===== config.mk =====
export PLATFORM = sky130hd
export DESIGN_NAME = logic_unit_arbiter
export DESIGN_NICKNAME = d
export VERILOG_FILES = /design/src/rtl/logic_unit_pkg.sv /design/src/rtl/rr_arbiter2.sv /design/src/rtl/logic_unit_arbiter.sv
export SDC_FILE = /design/constraint.sdc
export NUM_CORES = 1
export LEC_CHECK = 0
export ABC_CLOCK_PERIOD_IN_PS = 1800
export CAP_MARGIN = 20
export CORE_UTILIZATION = 38
export CTS_BUF_LIST = sky130_fd_sc_hd__clkbuf_16
export CTS_CLUSTER_SIZE = 10
export DETAILED_ROUTE_END_ITERATION = 16
export GPL_ROUTABILITY_DRIVEN = 0
export PLACE_DENSITY = 0.82
export SLEW_MARGIN = 0
export SYNTH_ARGS = -nofsm -noshare
export SYNTH_HDL_FRONTEND = slang
export SYNTH_SLANG_ARGS = --single-unit

===== constraint.sdc =====
create_clock -name clk -period 1.8 [get_ports clk]
set_input_delay 0.27 -clock clk [delete_from_list [all_inputs] [get_ports clk]]
set_output_delay 0.27 -clock clk [all_outputs]
set_load 0.01 [all_outputs]

===== src/rtl/logic_unit_pkg.sv =====
// Shared types, opcodes and the bitwise evaluation helper for the logic unit arbiter.
package logic_unit_pkg;

   // Widest operand the shared helper handles; narrower instances zero-extend and truncate.
   localparam int LU_MAX_W = 64;

   typedef logic [1:0]          lu_op_t;
   typedef logic [LU_MAX_W-1:0] lu_word_t;

   localparam lu_op_t LU_OP_OR   = 2'b00;
   localparam lu_op_t LU_OP_AND  = 2'b01;
   localparam lu_op_t LU_OP_XOR  = 2'b10;
   localparam lu_op_t LU_OP_ANDN = 2'b11;

   // Occupancy of the single-entry response register.
   typedef enum logic {
      RSP_EMPTY = 1'b0,
      RSP_FULL  = 1'b1
   } rsp_state_e;

   // Pure bitwise result; no carries, so the upper bits stay zero for zero-extended inputs.
   function automatic lu_word_t lu_eval(input lu_op_t op, input lu_word_t a, input lu_word_t b);
      lu_word_t r;
      case (op)
         LU_OP_OR:   r = a | b;
         LU_OP_AND:  r = a & b;
         LU_OP_XOR:  r = a ^ b;
         LU_OP_ANDN: r = a & ~b;
         default:    r = '0;
      endcase
      return r;
   endfunction

endpackage


===== src/rtl/rr_arbiter2.sv =====
// Two-way round-robin arbiter. The only state is the priority pointer, which names the
// requester that wins when both are asking.
module rr_arbiter2
   import logic_unit_pkg::*;
(
   input  logic       clk,
   input  logic       rst_n,
   input  logic [1:0] req,
   input  logic       advance,
   output logic [1:0] gnt
);

   logic ptr_q;
   logic ptr_d;

   // Winner select: a lone request wins outright, a tie goes to the pointer.
   always_comb begin
      gnt = req;
      if (req == 2'b11) begin
         gnt = ptr_q ? 2'b10 : 2'b01;
      end
   end

   // After a real grant the pointer moves to the requester that lost.
   always_comb begin
      ptr_d = ptr_q;
      if (advance && (gnt != 2'b00)) begin
         ptr_d = gnt[0];
      end
   end

   // Pointer register; reset gives requester 0 first priority.
   always_ff @(posedge clk or negedge rst_n) begin
      if (!rst_n) begin
         ptr_q <= 1'b0;
      end else begin
         ptr_q <= ptr_d;
      end
   end

endmodule


===== src/rtl/logic_unit_arbiter.sv =====
// Shares one bitwise logic unit between two valid/ready requesters and returns the
// result through a single registered response channel tagged with the requester id.
//
//   state     | meaning
//   ----------+---------------------------------------------------------------
//   RSP_EMPTY | response register idle; any winner is accepted
//   RSP_FULL  | response held; a new winner is accepted only while rsp_ready=1
module logic_unit_arbiter
   import logic_unit_pkg::*;
#(
   parameter int WIDTH = 8
) (
   input  logic             clk,
   input  logic             rst_n,

   input  logic             req0_valid,
   output logic             req0_ready,
   input  logic [1:0]       req0_op,
   input  logic [WIDTH-1:0] req0_a,
   input  logic [WIDTH-1:0] req0_b,

   input  logic             req1_valid,
   output logic             req1_ready,
   input  logic [1:0]       req1_op,
   input  logic [WIDTH-1:0] req1_a,
   input  logic [WIDTH-1:0] req1_b,

   output logic             rsp_valid,
   input  logic             rsp_ready,
   output logic             rsp_id,
   output logic [WIDTH-1:0] rsp_data
);

   rsp_state_e       state_q;
   rsp_state_e       state_d;
   logic             rsp_id_q;
   logic             rsp_id_d;
   logic [WIDTH-1:0] rsp_data_q;
   logic [WIDTH-1:0] rsp_data_d;

   logic [1:0]       gnt;
   logic             can_accept;
   logic             grant;
   lu_op_t           win_op;
   logic [WIDTH-1:0] win_a;
   logic [WIDTH-1:0] win_b;
   logic [WIDTH-1:0] win_result;

   rr_arbiter2 u_rr (
      .clk     (clk),
      .rst_n   (rst_n),
      .req     ({req1_valid, req0_valid}),
      .advance (grant),
      .gnt     (gnt)
   );

   // Accept when the register is free or being drained this cycle; nothing is
   // accepted while reset is asserted so no requester sees a handshake then.
   always_comb begin
      can_accept = rst_n && ((state_q == RSP_EMPTY) || rsp_ready);
      grant      = can_accept && (gnt != 2'b00);
      req0_ready = can_accept && gnt[0];
      req1_ready = can_accept && gnt[1];
   end

   // Route the winner's operands into the shared logic unit.
   always_comb begin
      win_op = gnt[1] ? req1_op : req0_op;
      win_a  = gnt[1] ? req1_a  : req0_a;
      win_b  = gnt[1] ? req1_b  : req0_b;
      win_result = WIDTH'(lu_eval(win_op, lu_word_t'(win_a), lu_word_t'(win_b)));
   end

   // Response register occupancy and payload; a grant while FULL refills in place.
   always_comb begin
      state_d    = state_q;
      rsp_id_d   = rsp_id_q;
      rsp_data_d = rsp_data_q;
      if (grant) begin
         rsp_id_d   = gnt[1];
         rsp_data_d = win_result;
      end
      case (state_q)
         RSP_EMPTY: begin
            if (grant) begin
               state_d = RSP_FULL;
            end
         end
         RSP_FULL: begin
            if (rsp_ready && !grant) begin
               state_d = RSP_EMPTY;
            end
         end
         default: begin
            state_d = RSP_EMPTY;
         end
      endcase
   end

   // State and response registers.
   always_ff @(posedge clk or negedge rst_n) begin
      if (!rst_n) begin
         state_q    <= RSP_EMPTY;
         rsp_id_q   <= 1'b0;
         rsp_data_q <= '0;
      end else begin
         state_q    <= state_d;
         rsp_id_q   <= rsp_id_d;
         rsp_data_q <= rsp_data_d;
      end
   end

   // Output view of the response register.
   always_comb begin
      rsp_valid = (state_q == RSP_FULL);
      rsp_id    = rsp_id_q;
      rsp_data  = rsp_data_q;
   end

endmodule


==> results.toml, run 1 <==
[drt]
viasPerCell = 5.78
vias = 1371
drt_iter0_markers = 54
drtAntennaViolNets = 0
dr.pass1.iters = 12
post-route-drc-count = 2
drt_wl_total_microns = 4190
wl_per_cell_microns = 17.7

[cells_and_area]
area_delta_synth_final_pct = 80.8
antenna_cells = 0
final_nets = 256
multi_input_area_sq_um = 847
layout_commonest_cell = "clkdlybuf4s50_1"
layout_common_cells = "clkdlybuf4s50_1, buf_4, mux2i_1"
fillers = 192
fin_cells = 237
regArea_sq_um = 275
drive_gt1_frac = 0.204

[yosys]
netlist_area_sq_um = 1170
ys_seq_area_frac = 0.236
ys_types = 27
synth_seq_cells = 11
syn_nets = 172
synth-adder-area-share = 0.0857
synth-simple-area-share = 0.0675
netlist_instances = 123
synthMuxAreaShare = 0.225
synth_top_family_by_area = "multiplexers"
synth-compound-area-share = 0.213
avgSynthCellArea_sq_um = 9.50
yosys_warnings = 0
synth_xor_area_frac = 0.120

[worst_setup_path]
critPathLaunchType = "flop"
max_stage_delay_ns = 0.41
crit_top_cell = "mux2i_1"
rr_startpoint = "u_rr.ptr_q"
worstSetupStartpoint = "u_rr.ptr_q"
cp.required_ns = 1.92
slowest_stage = "dfrtp_1"
cp-end-kind = "flop"
cp.arrival_ns = 1.87
cp_cell_sequence = "o21ai_4 -> buf_6 -> buf_8 -> mux2i_1 -> ha_1 -> mux2i_1 -> o21ai_1"
cp_max_fo = 7
critPathKind = "flop to flop"

[timing]
fmax_mhz = 572
worstMarginPinSlew_ns = 0.332
final_hold_viol_count = 0
fin_skew_ns = 0.00217
setup_viol = 0
period_share = 0.971
drv_slew = 0
maxSlewHeadroom = 0.776
hold_ws_ns = 0.410
min_period_ns = 1.75
rsz0062_at_grt = "true"

[global_route]
met1_usage = 0.299
grt_pass1_wl_microns = 6730
grt_max_degree = 15
use_met3 = 0.0567
grt-busiest-layer = "met2"
antenna_found_initial = 0
grt_usage = 0.271
use_met2 = 0.508
grt_pass1_vias = 1460
grt_overflow = 0

[placement]
dp.cells = 226
port_buffers = 52
dpl.hpwl_microns = 3020

[die]
fp.dieH_microns = 57.5
die_x_microns = 57.5
die_area_sq_um = 3300
rows = 19
start_util = 0.413
io_pins = 53
coreArea_sq_um = 2830

[run_status]
status = "finished with violations"
violations = "design-rule violations"

[clock_tree]
cts_root_buf = "clkbuf_16"
cts_hold_buf = 0
clock_path_buffers = 2
numCtsBuffers = 3
htree_levels = 1
cts.sinks = 11
cts_tree = "built"
clk_pin_slew_ns = 0.04
clock_latency_ns = 0.24

[pwr]
p_leak_uw = 0.000970
ir_drop_uv = 713
powerDensity_nw_per_um2 = 734

[min_path]
min_path_type = "input pin to async pin"

[job]
drv_cap = 0
timing repair:
action | in CTS | in global routing
endpoints found under the setup margin | 10 | 7
resized for setup | 7 | 7
buffers inserted | 6 | 1
pin swaps | 2 | 4
endpoints found under the hold margin | 0 | 0
gates cloned | 1 | 0
cells in the mapped netlist:
cell      count  area (sq um)
a211oi_1      1          7.51
mux2i_4       1          22.5
a21o_1        1          7.51
xnor2_1       6          52.6
o21ai_0       1          5.00
a32o_1        6          60.1
ha_1          8           100
a22oi_1       6          45.0
nor3_1        6          30.0
o21ai_4       1          16.3
nand2_1       4          15.0
nand2b_1      1          6.26
xor2_1       10          87.6
dfrtp_1      11           275
o221a_1       2          22.5
nor2b_2       1          8.76
a41oi_1       1          8.76
a31oi_1       1          6.26
o21ai_1       6          30.0
o211ai_1      4          30.0
buf_2         5          25.0
mux2i_1      24           240
a21oi_1       2          10.0
nand3_1       3          15.0
inv_1         8          30.0
nor2_1        1          3.75
inv_2         2          7.51
cell type report:
cell class | instances | area share
Multi-Input combinational cell | 97 | 0.401
Timing Repair Buffer | 84 | 0.395
Sequential cell | 11 | 0.130
Clock buffer | 3 | 0.0355
Tap cell | 31 | 0.0184
Inverter | 10 | 0.0178
Clock inverter | 1 | 0.00178
worst max-delay path: cells and delay by family (launching register included):
family                   cells  cell delay [ns]
adder cells (fa/ha/maj)      1             0.27
AO/OA/AOI/OAI                2             0.28
multiplexers                 2             0.38
flip-flops                   1             0.41
buffers and inverters        2             0.28
where the power goes:
| group | switching (uW) | internal (uW) |
|---|---|---|
| Combinational | 327 | 459 |
| Clock | 119 | 292 |
| Sequential | 43.4 | 311 |
flip-flops by register name, summed over array words and instances, names as in the netlist:
| signal | count |
|---|---|
| rsp_data | 8 |
| rsp_id | 1 |
| rsp_valid | 1 |
| u_rr.ptr_q | 1 |
per-layer routing:
layer	vias to the layer above	wire (microns)
li1	630	-
met4	0	82
met1	653	1650
met2	76	2170
met3	12	287
met5	-	0
worst paths after layout:
check	cells after the start	end	slack (ns)
worst max register to register	7	rsp_data[1]	0.05
max in group asynchronous	2	rsp_data[7]	1.21
worst min register to register	1	rsp_id	0.48
worst max-delay path	7	rsp_data[1]	0.05
worst min-delay path	2	rsp_data[4]	0.41
min in group clk	1	rsp_id	0.48
stage by stage:
step	util	power (uW)	worst slack, ns	TNS (ns)	area, sq um
2_1_floorplan	-	684	0.0387	0	1170
3_3_place_gp	0.682	1040	-0.289	-2.40	1930
3_5_place_dp	0.682	1070	-0.381	-2.85	1930
4_1_cts	0.743	1540	0.0335	0	2100
5_1_grt	0.747	1630	-0.0633	-0.122	2110
6_report	0.747	1550	0.0529	0	2110
cell families after synthesis:
kind of cell / count (synthesis)
flip-flops: 11
multiplexers: 25
XOR/XNOR: 16
AND/OR/NAND/NOR: 16
adder cells (fa/ha/maj): 8
AO/OA/AOI/OAI: 32
buffers and inverters: 15
(Power assumes the default switching activity.)
==> inputs of run 2 (changes only) <==
--- a/config.mk
+++ b/config.mk
@@ -7,12 +7,12 @@
 export LEC_CHECK = 0
 export ABC_CLOCK_PERIOD_IN_PS = 1800
 export CAP_MARGIN = 20
-export CORE_UTILIZATION = 38
+export CORE_UTILIZATION = 35
 export CTS_BUF_LIST = sky130_fd_sc_hd__clkbuf_16
 export CTS_CLUSTER_SIZE = 10
 export DETAILED_ROUTE_END_ITERATION = 16
 export GPL_ROUTABILITY_DRIVEN = 0
-export PLACE_DENSITY = 0.82
+export PLACE_DENSITY = 0.77
 export SLEW_MARGIN = 0
 export SYNTH_ARGS = -nofsm -noshare
 export SYNTH_HDL_FRONTEND = slang
==> results.toml, run 2 (synthesis results as in run 1) <==
[run_status]
status = "finished, final reports clean"

[die]
start_util = 0.377
fp.dieH_microns = 59.8
die_x_microns = 59.8
io_pins = 53
rows = 20
coreArea_sq_um = 3100
die_area_sq_um = 3570

[global_route]
antenna_found_initial = 0
grt_pass1_vias = 1411
grt_pass1_wl_microns = 6550
grt_max_degree = 15
grt_usage = 0.250
grt_overflow = 0

[timing]
rsz0062_at_grt = "true"
setup_viol = 0
final_hold_viol_count = 0
min_period_ns = 1.79
worstMarginPinSlew_ns = 0.275
maxSlewHeadroom = 0.816
fin_skew_ns = 0.00289
fmax_mhz = 558
drv_slew = 0
hold_ws_ns = 0.400
period_share = 0.996

[worst_setup_path]
cp_top_family = "buffers and inverters"
worstSetupEndpoint = "rsp_data[3]"
cp_cell_sequence = "clkdlybuf4s50_1 -> o21ai_4 -> bufbuf_16 -> buf_4 -> mux2i_1 -> ha_1 -> mux2i_1 -> o21ai_1"
ff2ff_setup_slack_ns = 0.007
rr_startpoint = "u_rr.ptr_q"
cp.required_ns = 1.92
worstSetupStartpoint = "req1_valid"
cp.arrival_ns = 1.91
cp_max_fo = 5
max_stage_delay_ns = 0.52
critical_path_buf_inv_count = 3
cp-end-kind = "flop"
crit_top_cell = "mux2i_1"
reg2reg_depth = 7
critPathKind = "input pin to flop"
slowest_stage = "clkdlybuf4s50_1"
r2r-end = "rsp_data[3]"
critPathLaunchType = "input pin"
cp_num_cells = 8

[clock_tree]
clock_latency_ns = 0.24
cts_root_buf = "clkbuf_16"
htree_levels = 1
clock_path_buffers = 2
cts.sinks = 11
numCtsBuffers = 3
clk_pin_slew_ns = 0.05
cts_tree = "built"

[placement]
dpl.hpwl_microns = 2840
port_buffers = 52

[cells_and_area]
antenna_cells = 0
layout_commonest_cell = "clkdlybuf4s50_1"
final_nets = 252
layout_common_cells = "clkdlybuf4s50_1, mux2i_1, buf_4"
largest_register_ffs = 8
fin_util = 0.679
drive_gt1_frac = 0.193
area_delta_synth_final_pct = 80.2

[pwr]
fin_total_pwr_uw = 1550
powerDensity_nw_per_um2 = 736
p_leak_uw = 0.000967
ir_drop_uv = 540

[job]
drv_cap = 0

[drt]
post-route-drc-count = 0
drt_iter0_markers = 103
dr.pass1.iters = 6
viasPerCell = 5.52
wl_per_cell_microns = 17.5
drt_wl_total_microns = 4310
vias = 1357
drtAntennaViolNets = 0

[min_path]
min_path_type = "input pin to async pin"
## run 2: cell type report
class | count | area (sq um)
Clock inverter | 1 | 3.75
Fill cell | 251 | 997
Timing Repair Buffer | 80 | 823
Tap cell | 44 | 55.1
Clock buffer | 3 | 75.1
Sequential cell | 11 | 277
Multi-Input combinational cell | 97 | 835
Inverter | 10 | 37.5
## run 2: per-layer routing
metal | track usage | vias to the layer above | wire length [microns]
met3 | 0.0541 | 14 | 248
li1 | - | 623 | -
met2 | 0.462 | 65 | 2280
met4 | 0.130 | 0 | 124
met1 | 0.262 | 655 | 1660
met5 | 0 | - | 0
## run 2: through the flow
stage	area [sq um]	worst slack [ns]	TNS [ns]	instances
floorplan	1170	0.0387	0	123
global placement	1940	-0.244	-2.09	237
CTS	2110	-0.00757	-0.00757	246
detailed placement	1940	-0.352	-2.74	237
finish	2110	0.00675	0	246
global route	2110	-0.0732	-0.0889	246
## run 2: where the power goes
part / internal [uW] / leakage [uW] / switching [uW]
registers: 312 / 0.000131 / 45.4
logic: 462 / 0.000793 / 317
clock network: 293 / 0.0000423 / 121
total: 1070 / 0.000967 / 484
## run 2: worst min path at each step
stage | end | start | slack (ns)
after global routing | rsp_data[0] | rst_n | 0.41
after detailed placement | rsp_id | rsp_id | 0.47
after CTS | rsp_valid | rst_n | 0.40
after global placement | rsp_id | rsp_id | 0.46
final | rsp_data[0] | rst_n | 0.40
after floorplan | rsp_data[0] | rst_n | -0.03
## run 2: timing repair
item,in CTS,in global routing
setup buffers,3,0
resized for setup,4,4
setup endpoints to repair,10,9
pin swaps,1,1
cloned,2,0
hold buffers,0,0
